**src/rtl/dco_coarse_tuner_if.sv**
```systemverilog
`timescale 1ps/1ps
// Control/status bundle of the DCO coarse tuner: reference, target and start in,
// coarse code and acquisition status out.
interface dco_coarse_tuner_if #(
  parameter int CODE_W = 7,
  parameter int CNT_W  = 12
);
  logic              ref_in;
  logic [7:0]        fcw;
  logic              start;
  logic [CODE_W-1:0] coarse;
  logic              search_done;
  logic              lock;
  logic [CNT_W-1:0]  meas_cnt;

  modport master (
    output ref_in, fcw, start,
    input  coarse, search_done, lock, meas_cnt
  );

  modport slave (
    input  ref_in, fcw, start,
    output coarse, search_done, lock, meas_cnt
  );
endinterface

```
**src/rtl/dco_coarse_tuner.sv**
```systemverilog
`timescale 1ps/1ps
// DCO coarse-code acquisition: counts DCO cycles over WIN reference periods, runs a
// binary search on the code, then tracks +/-1 inside a dead-band and reports lock.
module dco_coarse_tuner #(
  parameter int CODE_W   = 7,
  parameter int CNT_W    = 12,
  parameter int WIN      = 4,
  parameter int DB       = 2,
  parameter int LOCK_CNT = 4
) (
  input  logic              i_clk,
  input  logic              i_rst_n,
  dco_coarse_tuner_if.slave io_bus
);
  localparam int IDX_W  = (CODE_W > 1) ? $clog2(CODE_W) : 1;
  localparam int EDGE_W = $clog2(WIN + 1);
  localparam int LCK_W  = $clog2(LOCK_CNT + 1);

  typedef enum logic [1:0] {S_IDLE, S_ALIGN, S_MEAS, S_EVAL} state_t;

  state_t              r_state;
  logic [2:0]          r_ref_sync;
  logic [CODE_W-1:0]   r_coarse;
  logic [IDX_W-1:0]    r_bit_idx;
  logic                r_phase_trk;
  logic                r_search_done;
  logic                r_lock;
  logic [CNT_W-1:0]    r_meas_cnt;
  logic [CNT_W-1:0]    r_cnt;
  logic [EDGE_W-1:0]   r_edge_cnt;
  logic [LCK_W-1:0]    r_lock_cnt;
  logic [CNT_W-1:0]    r_target;

  state_t              w_state_nxt;
  logic [CODE_W-1:0]   w_coarse_nxt;
  logic [CODE_W-1:0]   w_trial;
  logic [IDX_W-1:0]    w_bit_nxt;
  logic                w_phase_nxt;
  logic                w_done_nxt;
  logic                w_lock_nxt;
  logic [CNT_W-1:0]    w_meas_nxt;
  logic [CNT_W-1:0]    w_cnt_nxt;
  logic [EDGE_W-1:0]   w_edge_nxt;
  logic [LCK_W-1:0]    w_lock_cnt_nxt;
  logic [CNT_W-1:0]    w_target_nxt;
  logic                w_ref_rise;
  logic [CNT_W:0]      w_tgt_hi;
  logic [CNT_W:0]      w_tgt_lo;
  logic [CNT_W:0]      w_meas_ext;

  // Two-flop synchroniser plus one delay stage for rising-edge detection of REF_IN
  always_ff @(posedge i_clk or negedge i_rst_n) begin
    if (!i_rst_n) begin
      r_ref_sync <= 3'b000;
    end else begin
      r_ref_sync <= {r_ref_sync[1:0], io_bus.ref_in};
    end
  end

  assign w_ref_rise = r_ref_sync[1] & ~r_ref_sync[2];

  // Band edges carry one extra bit so target+DB cannot wrap; the low edge floors at 0
  assign w_meas_ext = {1'b0, r_meas_cnt};
  assign w_tgt_hi   = {1'b0, r_target} + (CNT_W+1)'(DB);
  assign w_tgt_lo   = (r_target >= CNT_W'(DB)) ? ({1'b0, r_target} - (CNT_W+1)'(DB))
                                               : {(CNT_W+1){1'b0}};

  // Next-state and datapath decisions; START overrides every state
  always_comb begin
    w_state_nxt    = r_state;
    w_coarse_nxt   = r_coarse;
    w_trial        = r_coarse;
    w_bit_nxt      = r_bit_idx;
    w_phase_nxt    = r_phase_trk;
    w_done_nxt     = r_search_done;
    w_lock_nxt     = r_lock;
    w_meas_nxt     = r_meas_cnt;
    w_cnt_nxt      = r_cnt;
    w_edge_nxt     = r_edge_cnt;
    w_lock_cnt_nxt = r_lock_cnt;
    w_target_nxt   = r_target;
    if (io_bus.start) begin
      w_coarse_nxt   = {1'b1, {(CODE_W-1){1'b0}}};
      w_bit_nxt      = IDX_W'(CODE_W - 1);
      w_phase_nxt    = 1'b0;
      w_done_nxt     = 1'b0;
      w_lock_nxt     = 1'b0;
      w_lock_cnt_nxt = {LCK_W{1'b0}};
      w_cnt_nxt      = {CNT_W{1'b0}};
      w_edge_nxt     = {EDGE_W{1'b0}};
      w_target_nxt   = {{(CNT_W-8){1'b0}}, io_bus.fcw} * CNT_W'(WIN);
      w_state_nxt    = S_ALIGN;
    end else begin
      case (r_state)
        S_IDLE: begin
          w_state_nxt = S_IDLE;
        end
        S_ALIGN: begin
          if (w_ref_rise) begin
            w_cnt_nxt   = {CNT_W{1'b0}};
            w_edge_nxt  = {EDGE_W{1'b0}};
            w_state_nxt = S_MEAS;
          end else begin
            w_state_nxt = S_ALIGN;
          end
        end
        S_MEAS: begin
          // Saturate rather than wrap so a lost reference cannot fake a slow DCO
          w_cnt_nxt = (&r_cnt) ? r_cnt : (r_cnt + CNT_W'(1));
          if (w_ref_rise) begin
            w_edge_nxt = r_edge_cnt + EDGE_W'(1);
            if (r_edge_cnt == EDGE_W'(WIN - 1)) begin
              w_meas_nxt  = w_cnt_nxt;
              w_state_nxt = S_EVAL;
            end else begin
              w_state_nxt = S_MEAS;
            end
          end else begin
            w_state_nxt = S_MEAS;
          end
        end
        S_EVAL: begin
          w_state_nxt = S_ALIGN;
          if (!r_phase_trk) begin
            if (r_meas_cnt > r_target) begin
              w_trial[r_bit_idx] = 1'b0;
            end else begin
              w_trial[r_bit_idx] = r_coarse[r_bit_idx];
            end
            if (r_bit_idx == IDX_W'(0)) begin
              w_done_nxt     = 1'b1;
              w_phase_nxt    = 1'b1;
              w_lock_cnt_nxt = {LCK_W{1'b0}};
            end else begin
              w_bit_nxt          = r_bit_idx - IDX_W'(1);
              w_trial[w_bit_nxt] = 1'b1;
            end
            w_coarse_nxt = w_trial;
          end else begin
            if (w_meas_ext > w_tgt_hi) begin
              w_coarse_nxt   = (r_coarse == {CODE_W{1'b0}}) ? r_coarse : (r_coarse - CODE_W'(1));
              w_lock_cnt_nxt = {LCK_W{1'b0}};
              w_lock_nxt     = 1'b0;
            end else if (w_meas_ext < w_tgt_lo) begin
              w_coarse_nxt   = (&r_coarse) ? r_coarse : (r_coarse + CODE_W'(1));
              w_lock_cnt_nxt = {LCK_W{1'b0}};
              w_lock_nxt     = 1'b0;
            end else begin
              w_lock_cnt_nxt = (r_lock_cnt == LCK_W'(LOCK_CNT)) ? r_lock_cnt
                                                                 : (r_lock_cnt + LCK_W'(1));
              w_lock_nxt     = (w_lock_cnt_nxt == LCK_W'(LOCK_CNT));
            end
          end
        end
        default: begin
          w_state_nxt = S_IDLE;
        end
      endcase
    end
  end

  // State and datapath registers
  always_ff @(posedge i_clk or negedge i_rst_n) begin
    if (!i_rst_n) begin
      r_state       <= S_IDLE;
      r_coarse      <= {CODE_W{1'b0}};
      r_bit_idx     <= {IDX_W{1'b0}};
      r_phase_trk   <= 1'b0;
      r_search_done <= 1'b0;
      r_lock        <= 1'b0;
      r_meas_cnt    <= {CNT_W{1'b0}};
      r_cnt         <= {CNT_W{1'b0}};
      r_edge_cnt    <= {EDGE_W{1'b0}};
      r_lock_cnt    <= {LCK_W{1'b0}};
      r_target      <= {CNT_W{1'b0}};
    end else begin
      r_state       <= w_state_nxt;
      r_coarse      <= w_coarse_nxt;
      r_bit_idx     <= w_bit_nxt;
      r_phase_trk   <= w_phase_nxt;
      r_search_done <= w_done_nxt;
      r_lock        <= w_lock_nxt;
      r_meas_cnt    <= w_meas_nxt;
      r_cnt         <= w_cnt_nxt;
      r_edge_cnt    <= w_edge_nxt;
      r_lock_cnt    <= w_lock_cnt_nxt;
      r_target      <= w_target_nxt;
    end
  end

  assign io_bus.coarse      = r_coarse;
  assign io_bus.search_done = r_search_done;
  assign io_bus.lock        = r_lock;
  assign io_bus.meas_cnt    = r_meas_cnt;
endmodule
```
**src/flat_wrapper.sv**
```systemverilog
// flat-port wrapper written by rule: the top's interface ports become plain ports
module dco_coarse_tuner_flat 
#(
  parameter int CODE_W   = 7,
  parameter int CNT_W    = 12,
  parameter int WIN      = 4,
  parameter int DB       = 2,
  parameter int LOCK_CNT = 4
)
  (i_clk, i_rst_n, io_bus_ref_in, io_bus_fcw, io_bus_start, io_bus_coarse, io_bus_search_done, io_bus_lock, io_bus_meas_cnt);
  dco_coarse_tuner_if #(.CODE_W(CODE_W), .CNT_W(CNT_W)) io_bus_i ();
  input  logic i_clk;
  input  logic i_rst_n;
  input wire logic [$bits(io_bus_i.ref_in)-1:0] io_bus_ref_in;
  input wire logic [$bits(io_bus_i.fcw)-1:0] io_bus_fcw;
  input wire logic [$bits(io_bus_i.start)-1:0] io_bus_start;
  output wire logic [$bits(io_bus_i.coarse)-1:0] io_bus_coarse;
  output wire logic [$bits(io_bus_i.search_done)-1:0] io_bus_search_done;
  output wire logic [$bits(io_bus_i.lock)-1:0] io_bus_lock;
  output wire logic [$bits(io_bus_i.meas_cnt)-1:0] io_bus_meas_cnt;
  assign io_bus_i.ref_in = io_bus_ref_in;
  assign io_bus_i.fcw = io_bus_fcw;
  assign io_bus_i.start = io_bus_start;
  assign io_bus_coarse = io_bus_i.coarse;
  assign io_bus_search_done = io_bus_i.search_done;
  assign io_bus_lock = io_bus_i.lock;
  assign io_bus_meas_cnt = io_bus_i.meas_cnt;
  dco_coarse_tuner #(.CODE_W(CODE_W), .CNT_W(CNT_W), .WIN(WIN), .DB(DB), .LOCK_CNT(LOCK_CNT)) u_core (.i_clk(i_clk), .i_rst_n(i_rst_n), .io_bus(io_bus_i));
endmodule
```
**config.mk**
```make
export PLATFORM = sky130hd
export DESIGN_NAME = dco_coarse_tuner_flat
export DESIGN_NICKNAME = d
export VERILOG_FILES = /design/src/rtl/dco_coarse_tuner_if.sv /design/src/rtl/dco_coarse_tuner.sv /design/src/flat_wrapper.sv
export SDC_FILE = /design/constraint.sdc
export NUM_CORES = 1
export LEC_CHECK = 0
export ABC_AREA = 0
export CORE_MARGIN = 3
export CORE_UTILIZATION = 55
export DETAILED_ROUTE_END_ITERATION = 8
export PLACE_DENSITY = 0.74
export SYNTH_ARGS = -nofsm -noshare
export SYNTH_HDL_FRONTEND = slang
export SYNTH_SLANG_ARGS = --single-unit
```
**constraint.sdc**
```tcl
create_clock -name i_clk -period 3.57 [get_ports i_clk]
set_clock_uncertainty 0.2 [all_clocks]
set_input_delay 1.071 -clock i_clk [delete_from_list [all_inputs] [get_ports i_clk]]
set_output_delay 1.071 -clock i_clk [all_outputs]
set_load 0.03 [all_outputs]
```
* After elaboration in Yosys (flattened, before gate mapping)
Index checks and enable logic that the tools add are counted.
Word-level totals: input port bits 12, output and inout port bits 21, logic and storage cells 124, register bits after elaboration 56
Operators by class: bitwise logic cells 6, multiplexer cells 57, equal/unequal tests 13, reduce and logical (&&, ||, !) cells 20, magnitude comparators 8, add/subtract/negate cells 8
Operators by type and width (count):
- 2-to-1 mux 7 bit | 12
- 2-to-1 mux 3 bit | 14
- 2-to-1 mux 12 bit | 3
- one-hot mux 12 bit (2 select lines) | 1
- 2-to-1 mux 1 bit | 18
- > comparator 12 x 13 -> 1 bit | 1
- < comparator 12 x 13 -> 1 bit | 1
- 2-to-1 mux 13 bit | 1
- adder 12 x 1 -> 12 bit (second input constant) | 1
- > comparator 12 x 10 -> 1 bit | 1
- inequality test 4 bit (second input constant) | 3
- AND reduction 12 bit | 1
- adder 10 x 2 -> 11 bit (second input constant) | 1
- subtractor 10 x 2 -> 11 bit (second input constant) | 1
- greater-or-equal comparator 10 x 2 -> 1 bit (second input constant) | 1
- AND reduction 3 bit | 3
- < comparator 3 x 4 -> 1 bit (second input constant) | 2
- one-hot mux 2 bit (4 select lines) | 1
- AND reduction 4 bit | 2
- adder 7 x 1 -> 7 bit (second input constant) | 1
- AND 7 bit | 1
- bitwise mux 7 bit | 1
- logical NOT 7 bit | 1
- inverter 7 bit | 1
- 24 further kinds | 39

* Logic depth before layout (Yosys ltp)
Gate-level depths: netlist of run 1.
depth in word-level cells 15, gate-level depth with buffers 14, mapped depth without buffers 14

* Worst setup path before layout of run 1
No wires, ideal clock.
path kind reg2reg, from reg u_core.r_meas_cnt[9] (netlist: u_core.io_bus.meas_cnt[9]), to reg u_core.r_coarse[6] (netlist: u_core.io_bus.coarse[6]), data arrival time 3.006 ns, setup time 0.145 ns, period minus slack after synthesis 3.351 ns, slack 0.219 ns, required time 3.225 ns, buffers on the path 0, stages on the path, launching flop included 12, cells stage by stage dfrtp_1 > ha_1 > a2111oi_2 > a31oi_4 > fa_1 > a211oi_1 > o21bai_1 > a21oi_1 > xnor2_1 > xnor2_1 > a22oi_1 > mux2i_1
Between the ends: word-level cells in the longest chain between the ends 10, elaborated cells between the ends (all ways) 17, those cells by class 3 x order compare; 3 x eq/ne; 9 x mux; 1 x bitwise; 1 x reduce/logical
RTL lines:
- from (decl) | RTL line dco_coarse_tuner.sv:28 | logic [CNT_W-1:0] r_meas_cnt;
- from (signal assigned) | RTL line dco_coarse_tuner.sv:171 | r_meas_cnt <= {CNT_W{1'b0}};
- from (signal assigned) | RTL line dco_coarse_tuner.sv:183 | r_meas_cnt <= w_meas_nxt;
- > comparator 12 x 10 -> 1 bit | RTL line dco_coarse_tuner.sv:125 | if (r_meas_cnt > r_target) begin
- 2-to-1 mux 7 bit | RTL line dco_coarse_tuner.sv:125
- 2-to-1 mux 7 bit | RTL line dco_coarse_tuner.sv:124 | if (!r_phase_trk) begin
- 2-to-1 mux 7 bit | RTL line dco_coarse_tuner.sv:94 | case (r_state)
- 2-to-1 mux 7 bit | RTL line dco_coarse_tuner.sv:82 | if (io_bus.start) begin
- OR 7 bit (no line)
- 2-to-1 mux 7 bit | RTL line dco_coarse_tuner.sv:130 | if (r_bit_idx == IDX_W'(0)) begin
- 2-to-1 mux 7 bit | RTL line dco_coarse_tuner.sv:124
- 2-to-1 mux 7 bit | RTL line dco_coarse_tuner.sv:94
- 2-to-1 mux 7 bit | RTL line dco_coarse_tuner.sv:82
- to (signal assigned) | RTL line dco_coarse_tuner.sv:166 | r_coarse <= {CODE_W{1'b0}};
- to (signal assigned) | RTL line dco_coarse_tuner.sv:178 | r_coarse <= w_coarse_nxt;
- to (decl) | RTL line dco_coarse_tuner.sv:23 | logic [CODE_W-1:0] r_coarse;
Several ways; a longest one is shown, not always the timed one. The select of a mux whose other input is x is not followed. A chain may end at the register's enable or synchronous reset.

* Final worst setup path of run 1
from reg u_core.r_target[7], to reg u_core.r_coarse[1] (netlist: u_core.io_bus.coarse[1])
Between the ends: word-level cells in the longest chain between the ends 10, elaborated cells between the ends (all ways) 21, those cells by class 2 x add/sub; 4 x order compare; 3 x eq/ne; 10 x mux; 1 x bitwise; 1 x reduce/logical
RTL lines:
- from (decl) | RTL line dco_coarse_tuner.sv:32 | logic [CNT_W-1:0] r_target;
- from (signal assigned) | RTL line dco_coarse_tuner.sv:175 | r_target <= {CNT_W{1'b0}};
- from (signal assigned) | RTL line dco_coarse_tuner.sv:187 | r_target <= w_target_nxt;
- branches (longest 10 deep; another with < comparator 12 x 13 -> 1 bit)
Parallel ways; which one is timed is not known. The select of a mux whose other input is x is not followed.

==> results.json, run 1 <==
{
  "wirelength_um": 9180,
  "min_path_type": "register to register",
  "rr_endpoint": "u_core.io_bus.coarse[1]",
  "cp_max_fo": 7,
  "hold_viol_final": 0,
  "drt_first_pass_iters": 5,
  "initial_core_util": 0.588,
  "reg2reg_slack_ps": 160,
  "grt_overflow": 0,
  "max-slew-margin-rel": 0.588,
  "rr_worst_depth": 12,
  "grtUsageTotal": 0.226,
  "yosysTopAreaCell": "dfrtp_1",
  "cts_buffers": 5,
  "yosys.area_share.simple": 0.204,
  "dp_hpwl_um": 6700,
  "fin_area_um2": 4550,
  "endpoint": "u_core.io_bus.coarse[1]",
  "synth_top_family_by_area": "compound AO/OA/AOI/OAI gates",
  "chipWidth_um": 90.0,
  "fin_nets": 535,
  "layout-drive-gt1-share": 0.112,
  "fillers": 525,
  "cts_root_buf": "clkbuf_8",
  "gp_congestion": 0.878,
  "syn-num-nets": 493,
  "vdd_ir_drop_max_v": 0.000212,
  "grt_pass1_wl_um": 15500,
  "start_kind": "register",
  "path_class": "register to register",
  "die_area_um2": 8110,
  "cts.sinks": 56,
  "grt_pass1_vias": 3210,
  "r2r_start": "u_core.r_target[7]",
  "drt_iter0_drc": 210,
  "power.total_mw": 1.31,
  "critical_path_arrival_ps": 3410,
  "syn_inst": 449,
  "tns_ps": 0,
  "netlist_area_um2": 3880,
  "synthDominantCellAreaShare": 0.361,
  "synth_edf_count": 0,
  "n_antenna_cell": 0,
  "min_period_ps": 3410,
  "cts_tree": "yes",
  "synthToLayoutAreaGrowth_pct": 17.2,
  "cellPowerDensity_nw_per_um2": 287,
  "grt_max_degree": 26,
  "synth_xor_area_frac": 0.0361,
  "synth_compound_area_frac": 0.221,
  "cp-end-kind": "register",
  "rsz0062_at_grt": "yes",
  "cts.htree.levels": 2,
  "maxSlewViolCount": 0,
  "clk_latency_ps": 310,
  "viasPerCell": 5.86,
  "period_share": 0.955,
  "hold_ws_ps": 164,
  "startpoint": "u_core.r_target[7]",
  "max_freq_mhz": 293,
  "synth_area_leaders": "dfrtp_1 36%, ha_1 10%, o21ai_0 6.3%",
  "ys_seq_area_frac": 0.361,
  "drc": 0,
  "status": "finished clean",
  "coreArea_um2": 6600,
  "antenna_left": 0,
  "syn_area_per_cell_um2": 8.65,
  "antenna_found_initial": 0,
  "async_reset_ff_frac": 1.00,
  "synth_warnings": 0,
  "synth_ff_type": "dfrtp_1",
  "io_pins": 33,
  "placed_cell_area_um2": 4370,
  "clk_pin_slew_ps": 100,
  "yosys.cell_types.count": 54,
  "port_buffers": 32,
  "vias": 3430,
  "wire_per_inst_um": 15.7,
  "rows": 29,
  "cts_max_path_buffers": 2,
  "worst_pin_slew_ps": 613,
  "finalSetupViolations": 0,
  "die_y_um": 90.0,
  "synthAdderAreaFrac": 0.105,
  "synth_seq_cells": 56,
  "crit_required_ps": 3570,
  "maxCapViolations": 0,
  "synth_mux_area_frac": 0.0338,
  "leakagePower_nw": 1.95
}
## cells in the mapped netlist, types with 3 or more instances
cell type and count:
nor4_1 6, clkbuf_1 13, nand4_1 4, nor3b_1 3, a21oi_1 25, xnor2_1 9, o31ai_1 7, a211o_1 4
nor3_1 10, nand2_1 55, mux2i_1 6, dfrtp_1 56, nand3_1 13, a22oi_1 4, nand3b_1 3, a21o_1 7
ha_1 31, a31oi_1 7, nand2b_1 5, nor2b_1 6, mux2_2 5, inv_1 23, xor2_1 7, o211ai_1 3
nor2_1 43, o21a_1 3, o21ai_0 49, nor4_2 3, a211oi_1 8, and3_1 3
## power breakdown
| part | internal, mW | switching, mW | total [mW] |
|---|---|---|---|
| Clock | 0.141 | 0.218 | 0.359 |
| Sequential | 0.654 | 0.0368 | 0.691 |
| Combinational | 0.112 | 0.146 | 0.258 |
| Total | 0.907 | 0.401 | 1.31 |
## cell families after synthesis
logic type,count (synthesis)
xor+xnor,16
compound gates,132
flops,56
buf+inv,40
simple gates,161
fa+ha+maj,32
mux,12
## cells in the final DEF, fill, tap and decap left out, types with 6 or more instances in the layout
cell | netlist | final
a211oi_1 | 8 | 6
a21o_1 | 7 | 7
a21oi_1 | 25 | 23
a31oi_1 | 7 | 7
buf_4 | 0 | 18
clkdlybuf4s50_1 | 0 | 31
dfrtp_1 | 56 | 55
ha_1 | 31 | 31
inv_1 | 23 | 22
mux2i_1 | 6 | 6
nand2_1 | 55 | 54
nand3_1 | 13 | 13
nor2_1 | 43 | 43
nor2b_1 | 6 | 6
nor3_1 | 10 | 10
o21ai_0 | 49 | 48
o31ai_1 | 7 | 7
xnor2_1 | 9 | 9
xor2_1 | 7 | 7
## metrics by stage
step                      setup WS, ps  utilization  instances
after global routing             -36.3        0.689        585
after global placement             125        0.662        574
final                              162        0.689        585
after detailed placement          83.8        0.662        574
after floorplan                    219            -        449
after CTS                         60.7        0.676        582
## worst min path at each step
stage               depth (start not counted)                    to  slack, ps                  from
global placement                            0  u_core.r_ref_sync[1]        140  u_core.r_ref_sync[0]
finish                                      0  u_core.r_ref_sync[1]        160  u_core.r_ref_sync[0]
CTS                                         0  u_core.r_ref_sync[1]        170  u_core.r_ref_sync[0]
detailed placement                          0  u_core.r_ref_sync[1]        140  u_core.r_ref_sync[0]
global route                                0  u_core.r_ref_sync[1]        180  u_core.r_ref_sync[0]
floorplan                                   0  u_core.r_ref_sync[1]        130  u_core.r_ref_sync[0]
## cell type report
| type | count | area, µm² | share of cell area |
|---|---|---|---|
| multi-input cells | 353 | 2390 | 0.525 |
| well taps | 93 | 116 | 0.0256 |
| repair buffers | 51 | 462 | 0.101 |
| inverters | 24 | 90.1 | 0.0198 |
| clock inverters | 3 | 22.5 | 0.00495 |
| clock buffers | 5 | 68.8 | 0.0151 |
| flip-flops and latches | 56 | 1400 | 0.308 |
## state kept, by name, indices dropped and copies added (netlist names)
name	count
u_core.r_lock_cnt	3
u_core.io_bus.search_done	1
u_core.r_phase_trk	1
u_core.r_bit_idx	3
u_core.r_cnt	12
u_core.r_ref_sync	3
u_core.r_edge_cnt	3
u_core.io_bus.meas_cnt	12
u_core.io_bus.coarse	7
u_core.r_target	8
u_core.io_bus.lock	1
u_core.r_state	2
## critical path, cell delays in order, from the launching register on
cell and delay, ps:
dfrtp_1 450, nor4_2 360, nand2_2 160, nand2_1 100, ha_1 240, a211o_1 280
nor2_1 220, a2111oi_4 110, a211oi_2 250, nor3_2 100, a2111oi_4 290, buf_6 180
mux2_2 340
## metal layers
| metal | vias to the layer above | wire (µm) | track usage |
|---|---|---|---|
| met3 | 15 | 444 | 0.0351 |
| met5 | - | 0 | 0 |
| li1 | 1708 | - | - |
| met4 | 0 | 130 | 0.0536 |
| met2 | 101 | 4410 | 0.368 |
| met1 | 1606 | 4200 | 0.318 |
## timing repair
action,in CTS,in global routing
buffers inserted,0,3
setup endpoints to repair,0,7
hold buffers,0,0
gates resized for setup,0,14
(Power assumes the default switching activity.)
==> inputs of run 2 (changes only) <==
- DONT_BUFFER_PORTS: default -> 1
- PLACE_DENSITY: 0.74 -> 0.68
==> results.json, run 2 (same netlist as run 1, synthesis figures left out) <==
{
  "status": "finished clean",
  "switchingPower_uw": 383,
  "final_util": 0.640,
  "start_kind": "register",
  "min_period_ps": 3430,
  "cts_buffers": 5,
  "final_cell_mix": "54 x nand2_1, 54 x dfrtp_1, 49 x o21ai_0, 43 x nor2_1, 31 x ha_1",
  "placed_cell_area_um2": 4060,
  "worst_pin_slew_ps": 766,
  "io_pins": 33,
  "vdd_ir_drop_max_v": 0.000195,
  "grt_pass1_vias": 3096,
  "cp_max_fo": 7,
  "chipWidth_um": 90.0,
  "min_path_type": "register to register",
  "worstHoldPathCells": 0,
  "dp_cells": 542,
  "grtUsageTotal": 0.224,
  "max-slew-margin-rel": 0.488,
  "cpPeakStageDelay_ps": 440,
  "maxSlewViolCount": 0,
  "viasPerCell": 5.92,
  "cts_tree": "yes",
  "leakagePower_nw": 1.83,
  "synthToLayoutAreaGrowth_pct": 8.83,
  "drc": 0,
  "clk_latency_ps": 310,
  "grt_overflow": 0,
  "min_from": "u_core.r_ref_sync[0]",
  "drt_iter0_drc": 156,
  "p_clk_frac": 0.287,
  "rr_endpoint": "u_core.io_bus.coarse[3]",
  "cts.htree.levels": 2,
  "fin_area_um2": 4230,
  "rows": 29,
  "slowest_stage": "dfrtp_1",
  "drt_first_pass_iters": 5,
  "vias": 3267,
  "cellPowerDensity_nw_per_um2": 299,
  "cp-end-kind": "register",
  "cts.sinks": 56,
  "die_y_um": 90.0,
  "p_int_uw": 882,
  "seqPwrFrac": 0.561,
  "die_area_um2": 8110,
  "r2r_start": "u_core.r_target[4]",
  "crit_chain": "nor4_4 > buf_4 > nand2_2 > nand2_1 > ha_1 > a211o_1 > o22ai_1 > a2111oi_2 > a211oi_2 > nor3_4 > a2111oi_4 > buf_6 > mux2_2",
  "reg2reg_slack_ps": 140,
  "grt_max_degree": 57,
  "period_share": 0.959,
  "rr_worst_depth": 13,
  "cts_root_buf": "clkbuf_8",
  "max_freq_mhz": 292,
  "dp_hpwl_um": 6500,
  "antenna_left": 0,
  "cts_max_path_buffers": 2,
  "hold_path_end": "u_core.r_ref_sync[1]",
  "port_buffers": 0,
  "gp_congestion": 0.924,
  "coreArea_um2": 6600,
  "instances_no_fill": 552,
  "n_antenna_cell": 0,
  "grt_pass1_wl_um": 15100,
  "switching_share": 0.303,
  "crit_required_ps": 3570,
  "wirelength_um": 8790,
  "initial_core_util": 0.588,
  "maxCapViolations": 0,
  "finalSetupViolations": 0,
  "comb_power_share": 0.152,
  "antenna_found_initial": 0,
  "hold_viol_final": 0,
  "path_class": "register to register",
  "wire_per_inst_um": 15.9,
  "postCtsHoldBufs": 0,
  "fin_nets": 502,
  "clk_pin_slew_ps": 110,
  "power.total_mw": 1.27,
  "layout-drive-gt1-share": 0.111,
  "critical_path_arrival_ps": 3430
}
-- run 2: changes by cell type in the layout (fill, tap and decap cells not counted), sizes merged --
cell	change
buf	-2
clkdlybuf4s50	-31
-- run 2: worst max-delay path by stage --
stage | end | from | slack (ps) | cells after the start
floorplan | u_core.io_bus.coarse[6] | u_core.io_bus.meas_cnt[9] | 220 | 11
global placement | u_core.io_bus.coarse[2] | u_core.r_target[3] | 80 | 13
detailed placement | u_core.io_bus.coarse[3] | u_core.r_target[3] | 60 | 13
CTS | u_core.io_bus.coarse[3] | u_core.r_target[3] | 20 | 13
global route | u_core.io_bus.coarse[5] | u_core.r_target[9] | -3 | 13
finish | u_core.io_bus.coarse[3] | u_core.r_target[4] | 140 | 13
-- run 2: critical path: cells and delay by family, from the launching register on --
kind | cells | cell delay [ps]
compound gates | 5 | 1110
buf+inv | 2 | 350
simple gates | 4 | 640
mux | 1 | 330
flops | 1 | 440
fa+ha+maj | 1 | 240
-- run 2: metrics by stage --
step                worst slack [ps]  TNS, ps  hold slack (ps)
finish                           145        0              173
CTS                             22.8        0              173
detailed placement              59.9        0              138
floorplan                        219        0              131
global route                   -2.65    -3.24              179
global placement                80.4        0              146
-- run 2: per-layer routing --
layer  up-vias  global-route usage  part of all wire
li1       1642                   -                 -
met1      1548               0.320              0.48
met2        70               0.357              0.47
met3         7              0.0409             0.042
met4         0              0.0497            0.0082
met5         -                   0                 0
-- run 2: repair_timing --
item / CTS / global route
buffers inserted: 0 / 2
endpoints found under the setup margin: 0 / 8
resized for setup: 0 / 12
-- run 2: power groups by stage --
stage | combinational, mW | clock, mW | sequential, mW
final | 0.193 | 0.363 | 0.709
after global routing | 0.216 | 0.401 | 0.715
after CTS | 0.184 | 0.375 | 0.706
after detailed placement | 0.182 | 0 | 0.718
after global placement | 0.177 | 0 | 0.719
after floorplan | 0.158 | 0 | 0.702
-- run 2: area by class of cell --
| class | count | area [µm²] |
|---|---|---|
| timing repair buffer | 18 | 139 |
| clock inverter | 3 | 22.5 |
| sequential | 56 | 1400 |
| clock buffer | 5 | 68.8 |
| fill | 574 | 2380 |
| multi-input combinational | 353 | 2390 |
| inverter | 24 | 90.1 |
| tap | 93 | 116 |
==> inputs of run 3 (changes only) <==
- GPL_TIMING_DRIVEN: default -> 0
==> results.json, run 3 (same netlist as run 1, synthesis figures left out) <==
{
  "status": "finished clean",
  "start_kind": "register",
  "grt_pass1_vias": 3211,
  "path_class": "register to register",
  "die_y_um": 90.0,
  "n_antenna_cell": 0,
  "tns_ps": 0,
  "dp_cells": 542,
  "port_buffers": 0,
  "cts.sinks": 56,
  "top_layer": "met4",
  "cts_tree": "yes",
  "antenna_found_initial": 0,
  "cts_root_buf": "clkbuf_8",
  "fin_nets": 510,
  "vias": 3375,
  "leakagePower_nw": 1.83,
  "drt_iter0_drc": 205,
  "wirelength_met1_um": 4350,
  "final_common_cell": "nand2_1",
  "hold_viol_final": 0,
  "vdd_ir_drop_max_v": 0.000232,
  "coreArea_um2": 6600,
  "final_util": 0.662,
  "max-slew-margin-rel": 0.219,
  "drc": 0,
  "rows": 29,
  "final_cell_mix": "54 x nand2_1, 46 x o21ai_0, 46 x dfrtp_1, 42 x nor2_1, 28 x ha_1",
  "chipWidth_um": 90.0,
  "instances_no_fill": 559,
  "cp-end-kind": "register",
  "fin_ws_ps": 148,
  "wirelength_um": 9320,
  "cellPowerDensity_nw_per_um2": 324,
  "period_share": 0.958,
  "min_path_type": "register to register",
  "layout-drive-gt1-share": 0.133,
  "min_period_ps": 3420,
  "clk_pin_slew_ps": 100,
  "clk_latency_ps": 310,
  "grt_max_degree": 57,
  "cts_max_path_buffers": 2,
  "cts_buffers": 5,
  "fillers": 547,
  "viasPerCell": 6.04,
  "worstHoldPathCells": 0,
  "worst_pin_slew_ps": 1170,
  "routed-wl-met2_um": 4300,
  "max_freq_mhz": 292,
  "routed-wl-met3_um": 513,
  "grtUsageTotal": 0.231,
  "finalSetupViolations": 0,
  "die_area_um2": 8110,
  "antenna_left": 0,
  "drt_first_pass_iters": 5,
  "grt_pass1_wl_um": 15600,
  "rr_worst_depth": 13,
  "synthToLayoutAreaGrowth_pct": 12.5,
  "cp_max_fo": 6,
  "rsz0062_at_grt": "no",
  "cts.htree.levels": 2,
  "wire_per_inst_um": 16.7,
  "io_pins": 33,
  "critical_path_arrival_ps": 3430,
  "grt_overflow": 0,
  "crit_required_ps": 3570,
  "maxCapViolations": 0,
  "dp_hpwl_um": 6630,
  "initial_core_util": 0.588,
  "place_ws_ps": -285,
  "gp_congestion": 0.893,
  "maxSlewViolCount": 0,
  "postCtsHoldBufs": 0
}
==> run 3: critical path, stage by stage (launching register included) <==
cell and delay, ps:
dfrtp_1 420, inv_2 80, ha_1 200, and3_2 250
and3_1 190, o21ai_1 160, ha_1 270, nand4_1 180
o21ai_1 120, a211oi_4 290, nor3_4 90, a2111oi_4 310
buf_4 210, mux2_2 340
==> run 3: path summary, 6_finish.rpt <==
kind,slack [ps],startpoint,endpoint
max,150,u_core.r_target[3],u_core.io_bus.coarse[2]
min,160,u_core.r_ref_sync[0],u_core.r_ref_sync[1]
max reg2reg,150,u_core.r_target[3],u_core.io_bus.coarse[2]
min reg2reg,160,u_core.r_ref_sync[0],u_core.r_ref_sync[1]
max in group asynchronous,2840,i_rst_n,u_core.io_bus.meas_cnt[3]
min in group asynchronous,230,i_rst_n,u_core.io_bus.coarse[5]
==> run 3: metrics by stage <==
stage | power, mW | hold slack [ps] | area [µm²]
6_report | 1.42 | 163 | 4370
5_1_grt | 1.48 | 175 | 4370
4_1_cts | 1.40 | 169 | 4200
3_5_place_dp | 0.906 | 144 | 4000
3_3_place_gp | 0.899 | 139 | 4000
2_1_floorplan | 0.859 | 131 | 3880
==> run 3: power breakdown <==
part	total (mW)	internal [mW]	switching, mW
clock network	0.495	0.276	0.218
logic	0.219	0.0928	0.126
registers	0.702	0.654	0.0480
total	1.42	1.02	0.393
==> run 3: metal layers <==
layer  up-vias  global-route usage
met1      1612               0.327
met3        18              0.0384
met2        96               0.374
li1       1649                   -
met4         0              0.0510
met5         -                   0
==> run 3: timing repair <==
item | in CTS | in global routing
endpoints found under the setup margin | 7 | 9
pin swaps | 4 | 5
gates resized for setup | 6 | 32
buffers inserted | 5 | 5
==> run 3: area by class of cell <==
type | count | area (µm²) | share of cell area
Buffer | 16 | 61.3 | 0.0140
Clock buffer | 5 | 68.8 | 0.0158
Clock inverter | 2 | 60.1 | 0.0137
Inverter | 24 | 90.1 | 0.0206
Multi-Input combinational cell | 353 | 2480 | 0.568
Sequential cell | 56 | 1410 | 0.324
Tap cell | 93 | 116 | 0.0266
Timing Repair Buffer | 10 | 78.8 | 0.0180
